[config.mk]
export PLATFORM = sky130hd
export DESIGN_NAME = ring_rr_arbiter_flat
export DESIGN_NICKNAME = d
export VERILOG_FILES = /design/src/rtl/ring_rr_arbiter_if.sv /design/src/rtl/ring_rr_arbiter.sv /design/src/flat_wrapper.sv
export SDC_FILE = /design/constraint.sdc
export NUM_CORES = 1
export LEC_CHECK = 0
export CAP_MARGIN = 20
export CORE_MARGIN = 2
export CORE_UTILIZATION = 57
export CTS_CLUSTER_SIZE = 30
export DETAILED_ROUTE_END_ITERATION = 6
export GPL_TIMING_DRIVEN = 0
export PLACE_DENSITY = 0.84
export SYNTH_ARGS = -nofsm -noshare
export SYNTH_HDL_FRONTEND = slang
export SYNTH_SLANG_ARGS = --single-unit
[constraint.sdc]
create_clock -name clock -period 4.2 [get_ports clock]
set_input_delay 1.26 -clock clock [delete_from_list [all_inputs] [get_ports clock]]
set_output_delay 1.26 -clock clock [all_outputs]
set_load 0.01 [all_outputs]
[src/rtl/ring_rr_arbiter_if.sv]
// Request/grant bundle between the requesters and the round-robin ring arbiter.
// Vectors are [0:N-1]: index 0 is the leftmost bit.
interface ring_rr_arbiter_if #(
  parameter int unsigned N = 8
);
  logic [0:N-1] req;
  logic [0:N-1] grant;
  logic         grant_valid;
  logic [0:N-1] token;
  logic         expired;

  modport master (
    output req,
    input  grant,
    input  grant_valid,
    input  token,
    input  expired
  );

  modport slave (
    input  req,
    output grant,
    output grant_valid,
    output token,
    output expired
  );
endinterface

[src/rtl/ring_rr_arbiter.sv]
// Round-robin arbiter with a one-hot priority token and a bounded grant length.
// Every grant ends with a one-cycle hand-over gap before the next winner.
module ring_rr_arbiter #(
  parameter int unsigned N        = 8,
  parameter int unsigned MAX_HOLD = 4
) (
  input  logic              clock,
  input  logic              init,
  ring_rr_arbiter_if.slave  bus
);

  localparam int unsigned IW = (N > 1) ? $clog2(N) : 1;
  localparam int unsigned HW = $clog2(MAX_HOLD + 1);

  localparam logic [0:0] IDLE  = 1'b0;
  localparam logic [0:0] GRANT = 1'b1;

  logic [0:0]    state_q, state_d;
  logic [0:N-1]  grant_q, grant_d;
  logic [0:N-1]  token_q, token_d;
  logic          grant_valid_q;
  logic          expired_q, expired_d;
  logic [HW-1:0] cnt_q, cnt_d;

  logic [IW-1:0] tok_idx, own_idx, win_idx, next_idx;
  logic [IW:0]   scan;
  logic          found;
  logic          release_now;

  always_comb begin
    tok_idx = '0;
    own_idx = '0;
    for (int i = 0; i < N; i++) begin
      if (token_q[i]) tok_idx = IW'(i);
      if (grant_q[i]) own_idx = IW'(i);
    end

    // First requester at or after the token, wrapping past N-1.
    found   = 1'b0;
    win_idx = '0;
    scan    = '0;
    for (int k = 0; k < N; k++) begin
      scan = {1'b0, tok_idx} + (IW + 1)'(k);
      if (scan >= (IW + 1)'(N)) scan = scan - (IW + 1)'(N);
      if (!found && bus.req[scan[IW-1:0]]) begin
        found   = 1'b1;
        win_idx = scan[IW-1:0];
      end
    end

    next_idx = (own_idx == IW'(N - 1)) ? '0 : own_idx + 1'b1;

    state_d     = state_q;
    grant_d     = grant_q;
    token_d     = token_q;
    cnt_d       = cnt_q;
    expired_d   = 1'b0;
    release_now = 1'b0;

    case (state_q)
      IDLE: begin
        if (found) begin
          grant_d          = '0;
          grant_d[win_idx] = 1'b1;
          cnt_d            = HW'(1);
          state_d          = GRANT;
        end
      end
      GRANT: begin
        // A dropped request wins over preemption when both land on one edge.
        if (!bus.req[own_idx]) begin
          release_now = 1'b1;
        end else if (cnt_q < HW'(MAX_HOLD)) begin
          cnt_d = cnt_q + 1'b1;
        end else begin
          release_now = 1'b1;
          expired_d   = 1'b1;
        end
      end
      default: state_d = IDLE;
    endcase

    if (release_now) begin
      grant_d           = '0;
      token_d           = '0;
      token_d[next_idx] = 1'b1;
      cnt_d             = '0;
      state_d           = IDLE;
    end
  end

  always_ff @(posedge clock or posedge init) begin
    if (init) begin
      state_q       <= IDLE;
      grant_q       <= '0;
      token_q       <= {1'b1, {(N - 1){1'b0}}};
      grant_valid_q <= 1'b0;
      expired_q     <= 1'b0;
      cnt_q         <= '0;
    end else begin
      state_q       <= state_d;
      grant_q       <= grant_d;
      token_q       <= token_d;
      grant_valid_q <= |grant_d;
      expired_q     <= expired_d;
      cnt_q         <= cnt_d;
    end
  end

  assign bus.grant       = grant_q;
  assign bus.grant_valid = grant_valid_q;
  assign bus.token       = token_q;
  assign bus.expired     = expired_q;

endmodule

[src/flat_wrapper.sv]
// flat-port wrapper written by rule: the top's interface ports become plain ports
module ring_rr_arbiter_flat 
#(
  parameter int unsigned N        = 8,
  parameter int unsigned MAX_HOLD = 4
)
  (clock, init, bus_req, bus_grant, bus_grant_valid, bus_token, bus_expired);
  ring_rr_arbiter_if #(.N(N)) bus_i ();
  input  logic clock;
  input  logic init;
  input wire logic [$bits(bus_i.req)-1:0] bus_req;
  output wire logic [$bits(bus_i.grant)-1:0] bus_grant;
  output wire logic [$bits(bus_i.grant_valid)-1:0] bus_grant_valid;
  output wire logic [$bits(bus_i.token)-1:0] bus_token;
  output wire logic [$bits(bus_i.expired)-1:0] bus_expired;
  assign bus_i.req = bus_req;
  assign bus_grant = bus_i.grant;
  assign bus_grant_valid = bus_i.grant_valid;
  assign bus_token = bus_i.token;
  assign bus_expired = bus_i.expired;
  ring_rr_arbiter #(.N(N), .MAX_HOLD(MAX_HOLD)) u_core (.clock(clock), .init(init), .bus(bus_i));
endmodule
======== Yosys cells after proc, flatten, opt, wreduce, memory -nomap -nowiden ========
Cells that the tools add are included.
storage, ports and cells
  bits in registers ....................... 22
  output and inout port bits .............. 18
  word-level logic and storage cells ...... 165
  input port bits ......................... 10
cells by class
  add/subtract/negate cells ............... 17
  mux-type cells .......................... 86
  reductions and logical operators ........ 18
  equality and inequality tests ........... 4
  $lt $le $gt $ge ......................... 22
  bitwise operators ....................... 12
operators by type and width
  cell                   count
  $mux W3                33
  $ge A4 B4 Y1 const B   18
  $not A3 Y4             11
  $mux W1                38
  $bmux W1 S3            9
  $mux W8                3
  $sub A3 B1 Y3 const B  8
  $add A3 B3 Y4 const B  4
  $logic_and A1 B1 Y1    9
  $add A3 B2 Y4 const B  2
  $lt A4 B1 Y1 const B   2
  $reduce_or A8 Y1       1
  $logic_not A1 Y1       7
  $add A3 B1 Y3 const B  2
  $demux W1 S3           2
  $ne A3 B3 Y1 const B   2
  $pmux W3 S2            1
  $add A3 B1 Y4 const B  1
  $ge A3 B4 Y1 const B   1
  $eq A3 B3 Y1 const B   1
  $lt A3 B3 Y1 const B   1
  $ne A3 B1 Y1 const B   1
  $reduce_and A3 Y1      1
  $not A1 Y1             1

======== Depth between registers and ports, before layout ========
  depth after elaboration ................. 44
  mapped depth ............................ 15
  gate-level depth less buffers ........... 14

======== Least setup slack after synthesis ========
Ideal clock, no wire load.
  path type ............................... reg-to-reg
  start point ............................. reg u_core.token_q, in the netlist u_core.bus.token[3]
  end point ............................... reg u_core.grant_q, in the netlist u_core.bus.grant[0]
  library setup time ...................... 110 ps
  path buffers ............................ 2
  slack ................................... 582 ps
  stages on the path, launching flop included .. 15
  arrival time ............................ 3508 ps
  cells stage by stage .................... dfrtp_1 buf_2 nor2_1 o31ai_2 clkbuf_1 ha_1 xnor2_2 nand3_1 o221ai_1 o21ai_1 a2111oi_2 o32ai_2 a32oi_1 o211ai_2 o41ai_1
between the ends
  word-level cells in the longest chain between the ends .. 41
  elaborated cells between the ends (all ways) .. 107
ends and longest elaborated chain
  what                                                    RTL line                text
  start, declared                                         ring_rr_arbiter.sv:20   logic [0:N-1] token_q, token_d;
  start signal, assigned                                  ring_rr_arbiter.sv:96   token_q <= {1'b1, {(N - 1){1'b0}}};
  start signal, assigned                                  ring_rr_arbiter.sv:103  token_q <= token_d;
  $mux W3 * (5 in series)                                 ring_rr_arbiter.sv:34   if (token_q[i]) tok_idx = IW'(i);
  branches (longest 33 deep; another with $add A3 B1 Y4)  -
  $mux W8 *                                               ring_rr_arbiter.sv:62   if (found) begin
  $mux W8 *                                               ring_rr_arbiter.sv:60   case (state_q)
  $mux W8 *                                               ring_rr_arbiter.sv:83   if (release_now) begin
  via u_core.grant_d (one bit)                            ring_rr_arbiter.sv:19   logic [0:N-1] grant_q, grant_d;
  end signal, assigned                                    ring_rr_arbiter.sv:102  grant_q <= grant_d;
  end, declared                                           ring_rr_arbiter.sv:19
Mark *: on every way through the listed nets, which the timed path passes. The select of a mux whose other input is x is not followed.
A chain may end at the register's enable or synchronous reset.

======== Worst setup path after layout ========
  start point ............................. in bus_req[4]
  end point ............................... reg u_core.grant_q, in the netlist u_core.bus.grant[5]
between the ends
  word-level cells in the longest chain between the ends .. 33
  elaborated cells between the ends (all ways) .. 68
ends and longest elaborated chain
  what                                                                       RTL line               text
  start, declared                                                            flat_wrapper.sv:11     input wire logic [$bits(bus_i.req)-1:0] bus_req;
  $bmux W1 S3                                                                ring_rr_arbiter.sv:45  if (!found && bus.req[scan[IW-1:0]]) begin
  $mux W1 (not written as such) (2 in series)                                ring_rr_arbiter.sv:45
  $mux W1                                                                    ring_rr_arbiter.sv:45
  $logic_not A1 Y1                                                           ring_rr_arbiter.sv:45
  $logic_and A1 B1 Y1                                                        ring_rr_arbiter.sv:45
  $mux W1                                                                    ring_rr_arbiter.sv:45
  $logic_not A1 Y1                                                           ring_rr_arbiter.sv:45
  $logic_and A1 B1 Y1                                                        ring_rr_arbiter.sv:45
  (+17 left out)                                                             -
  $ge A4 B4 Y1 (not written as such) / $lt A4 B1 Y1 (equally long branches)  ring_rr_arbiter.sv:64  grant_d[win_idx] = 1'b1;
  $logic_and A1 B1 Y1 (not written as such)                                  ring_rr_arbiter.sv:64
  $mux W1 (not written as such)                                              ring_rr_arbiter.sv:64
  $demux W1 S3                                                               ring_rr_arbiter.sv:64
  $mux W8                                                                    ring_rr_arbiter.sv:62
  $mux W8                                                                    ring_rr_arbiter.sv:60
  $mux W8 *                                                                  ring_rr_arbiter.sv:83
  via u_core.grant_d (one bit)                                               ring_rr_arbiter.sv:19
The timed path passes the listed nets; every way through them passes the cells marked *. The select of a mux whose other input is x is not followed.

==> run metrics <==
crit-path max cell delay 0.64 ns; dpl cell area 0.00280 mm2; worst-skew pair later-pin latency 0.26 ns; status finished, violations left; global-route wire length before repair 12.3 mm; CORE AREA 0.00409 mm2; crit path max-delay cell type clkdlybuf4s50_1; GRT Total Usage 30.5%; vias in the first global route 2553; First-pass DRT Iterations 7; Gate Count Post-Synth 292; initial antenna violation count 0; initial DRC count 378; mean post-synth cell area 8.47 um2; fin nets 340; Mapped Area 0.00247 mm2; worst hold slack 0.501 ns; design area 0.00306 mm2; diodes inserted 0; average wire per standard cell 20.8 um; GPL Wtd Cong 0.981; Rows 23; Root Driver clkbuf_8; CTS tree yes; Area Growth Syn to Fin 23.6%; CP Launch Type primary input; Worst Path Max Fanout 6; failing checks design-rule violations; Most used DFF post-synth dfrtp_1; critical path cell sequence clkdlybuf4s50_1 > inv_1 > a21oi_2 > nor3_1 > a2111o_1 > o311ai_1 > a31oi_2 > a211o_1 > o211a_1 > a22o_1; Fin. Hold Viols 0; Netlist cell types 81; Fmax 247 MHz; post-detail-place hpwl 5.55 mm; worst-margin pin slew 0.891 ns; largest net degree at the start of global routing 23; Die X 69.9 um; layout cell share with drive strength beyond 1 22.8%; Residual DRC 1; I/O pins 28; clock skew 0.00130 ns; port buffer count 26; Post-Place Cells 368; top cell type's share of synthesized area 21.2%; critical path data arrival time 4.21 ns; Final Critical Period 4.05 ns; Final period util 96.5%; Critical Path RT 4.36 ns; Vias 2698; CTS Sinks 22; H-tree depth 1; total wire length 7.81 mm; Final ANT Viol Nets 0; max-slew violation count 0; Synth Net Count 306; Final Non-Filler Cells 375; deepest clock path buffer count 2; Crit Path Category in2reg; post-synth top area cell dfrtp_1; Yosys warnings 0; die area 0.00488 mm2; Clock Pin Slew Worst Setup and Hold Paths 0.08 ns; grt ovf 0; DIE HEIGHT 69.9 um; fraction of registers with async set/reset 100%; Finish-stage setup viols 0; vias per std cell 7.19; Min-Delay Path Class reg2reg; Hold Buf Count CTS 0; RSZ-0062 raised after global routing false; Setup crit end kind flip-flop; Synth area leaders dfrtp_1 (21%), nor3_1 (3.6%), mux4_2 (3.6%); Seq cells post-synth 22; slew margin rel. 40.1%; Util after Layout 74.8%; CTS Buf Count 3; total of max-cap violations 0; most numerous cell in the Yosys netlist nor2_1; Starting Density 60.5%; number of synthesized flops with an enable pin 0; Seq/Total Area, Yosys 22.3%; Commonest cells post-synth nor2_1 (23), dfrtp_1 (21), nor3_1 (18)
[routing by layer]
layer / GRT usage (%) / wire (um) / vias up
met4: 10.3 / 150 / 0
li1: - / - / 1216
met5: 0 / 0 / -
met1: 44.0 / 3330 / 1287
met3: 4.33 / 700 / 29
met2: 47.0 / 3630 / 166
[flip-flops by register name, summed over array words and instances (netlist names)]
| register | cells |
|---|---|
| u_core.bus.token | 8 |
| u_core.bus.expired | 1 |
| u_core.bus.grant_valid | 1 |
| u_core.state_q | 1 |
| u_core.cnt_q | 3 |
| u_core.bus.grant | 8 |
[layout by cell type, fill, tap and decap left out, types with 6 or more instances in the layout]
master	netlist	layout
nand2_1	14	14
clkdlybuf4s50_1	0	25
nor3_1	18	17
nor2_1	23	21
a21oi_1	13	13
nand3_1	14	14
inv_1	13	13
mux2_2	7	7
and3_1	6	6
a211oi_1	8	6
o21ai_0	17	17
o31ai_1	6	6
buf_4	4	10
dfrtp_1	21	21
[per-stage QoR]
step	setup TNS [ns]	setup slack [ns]
floorplan	0	0.582
global placement	-1.71	-0.236
detailed placement	-2.59	-0.357
CTS	0	0.00255
global route	0	0.00210
finish	0	0.149
[worst max-delay path: cells and delay by family]
kind            cells  cell delay, ns
compound gates      7            2.05
buf+inv             2            0.77
simple gates        1            0.11
[path summary, 6_finish.rpt]
path                                                 startpoint                               to  slack [ns]  cells past startpoint
min in group asynchronous                                  init  u_core.bus.token[3]$_DFFE_PP0P_        1.45                      2
worst min-delay path                u_core.cnt_q[1]$_DFFE_PP0P_      u_core.cnt_q[1]$_DFFE_PP0P_        0.50                      1
worst min register to register      u_core.cnt_q[1]$_DFFE_PP0P_      u_core.cnt_q[1]$_DFFE_PP0P_        0.50                      1
worst max-delay path                                 bus_req[4]    u_core.bus.grant[5]$_DFF_PP0_        0.15                     10
max in group asynchronous                                  init    u_core.bus.grant[5]$_DFF_PP0_        2.25                      2
worst max register to register  u_core.bus.token[3]$_DFFE_PP0P_    u_core.bus.grant[5]$_DFF_PP0_        0.24                     14
[logic make-up (layout without fill, tap and decap cells)]
logic type	count (synthesis)	after routing	synth area share, %
flip-flops	22	22	22.3
AND/OR/NAND/NOR	104	104	23.8
buffers and inverters	32	65	6.02
XOR/XNOR	6	6	2.43
AO/OA/AOI/OAI	112	112	36.2
adder cells (fa/ha/maj)	4	4	2.02
multiplexers	12	12	7.23
[final cells by class]
| class | count | area [um2] |
|---|---|---|
| timing repair buffer | 31 | 300 |
| sequential | 22 | 552 |
| fill | 309 | 1030 |
| multi-input combinational | 238 | 1930 |
| clock inverter | 1 | 30.0 |
| buffer | 15 | 88.8 |
| tap | 50 | 62.6 |
| inverter | 15 | 56.3 |
| clock buffer | 3 | 41.3 |
[repair_timing]
| item | in CTS | in global routing |
|---|---|---|
| gates resized for setup | 9 | 22 |
| setup buffers | 1 | 4 |
| setup endpoints to repair | 8 | 8 |
| pin swaps | 1 | 6 |
Power is not shown: default switching activity piles up to over one toggle a cycle in this logic, so the estimate is an artifact.
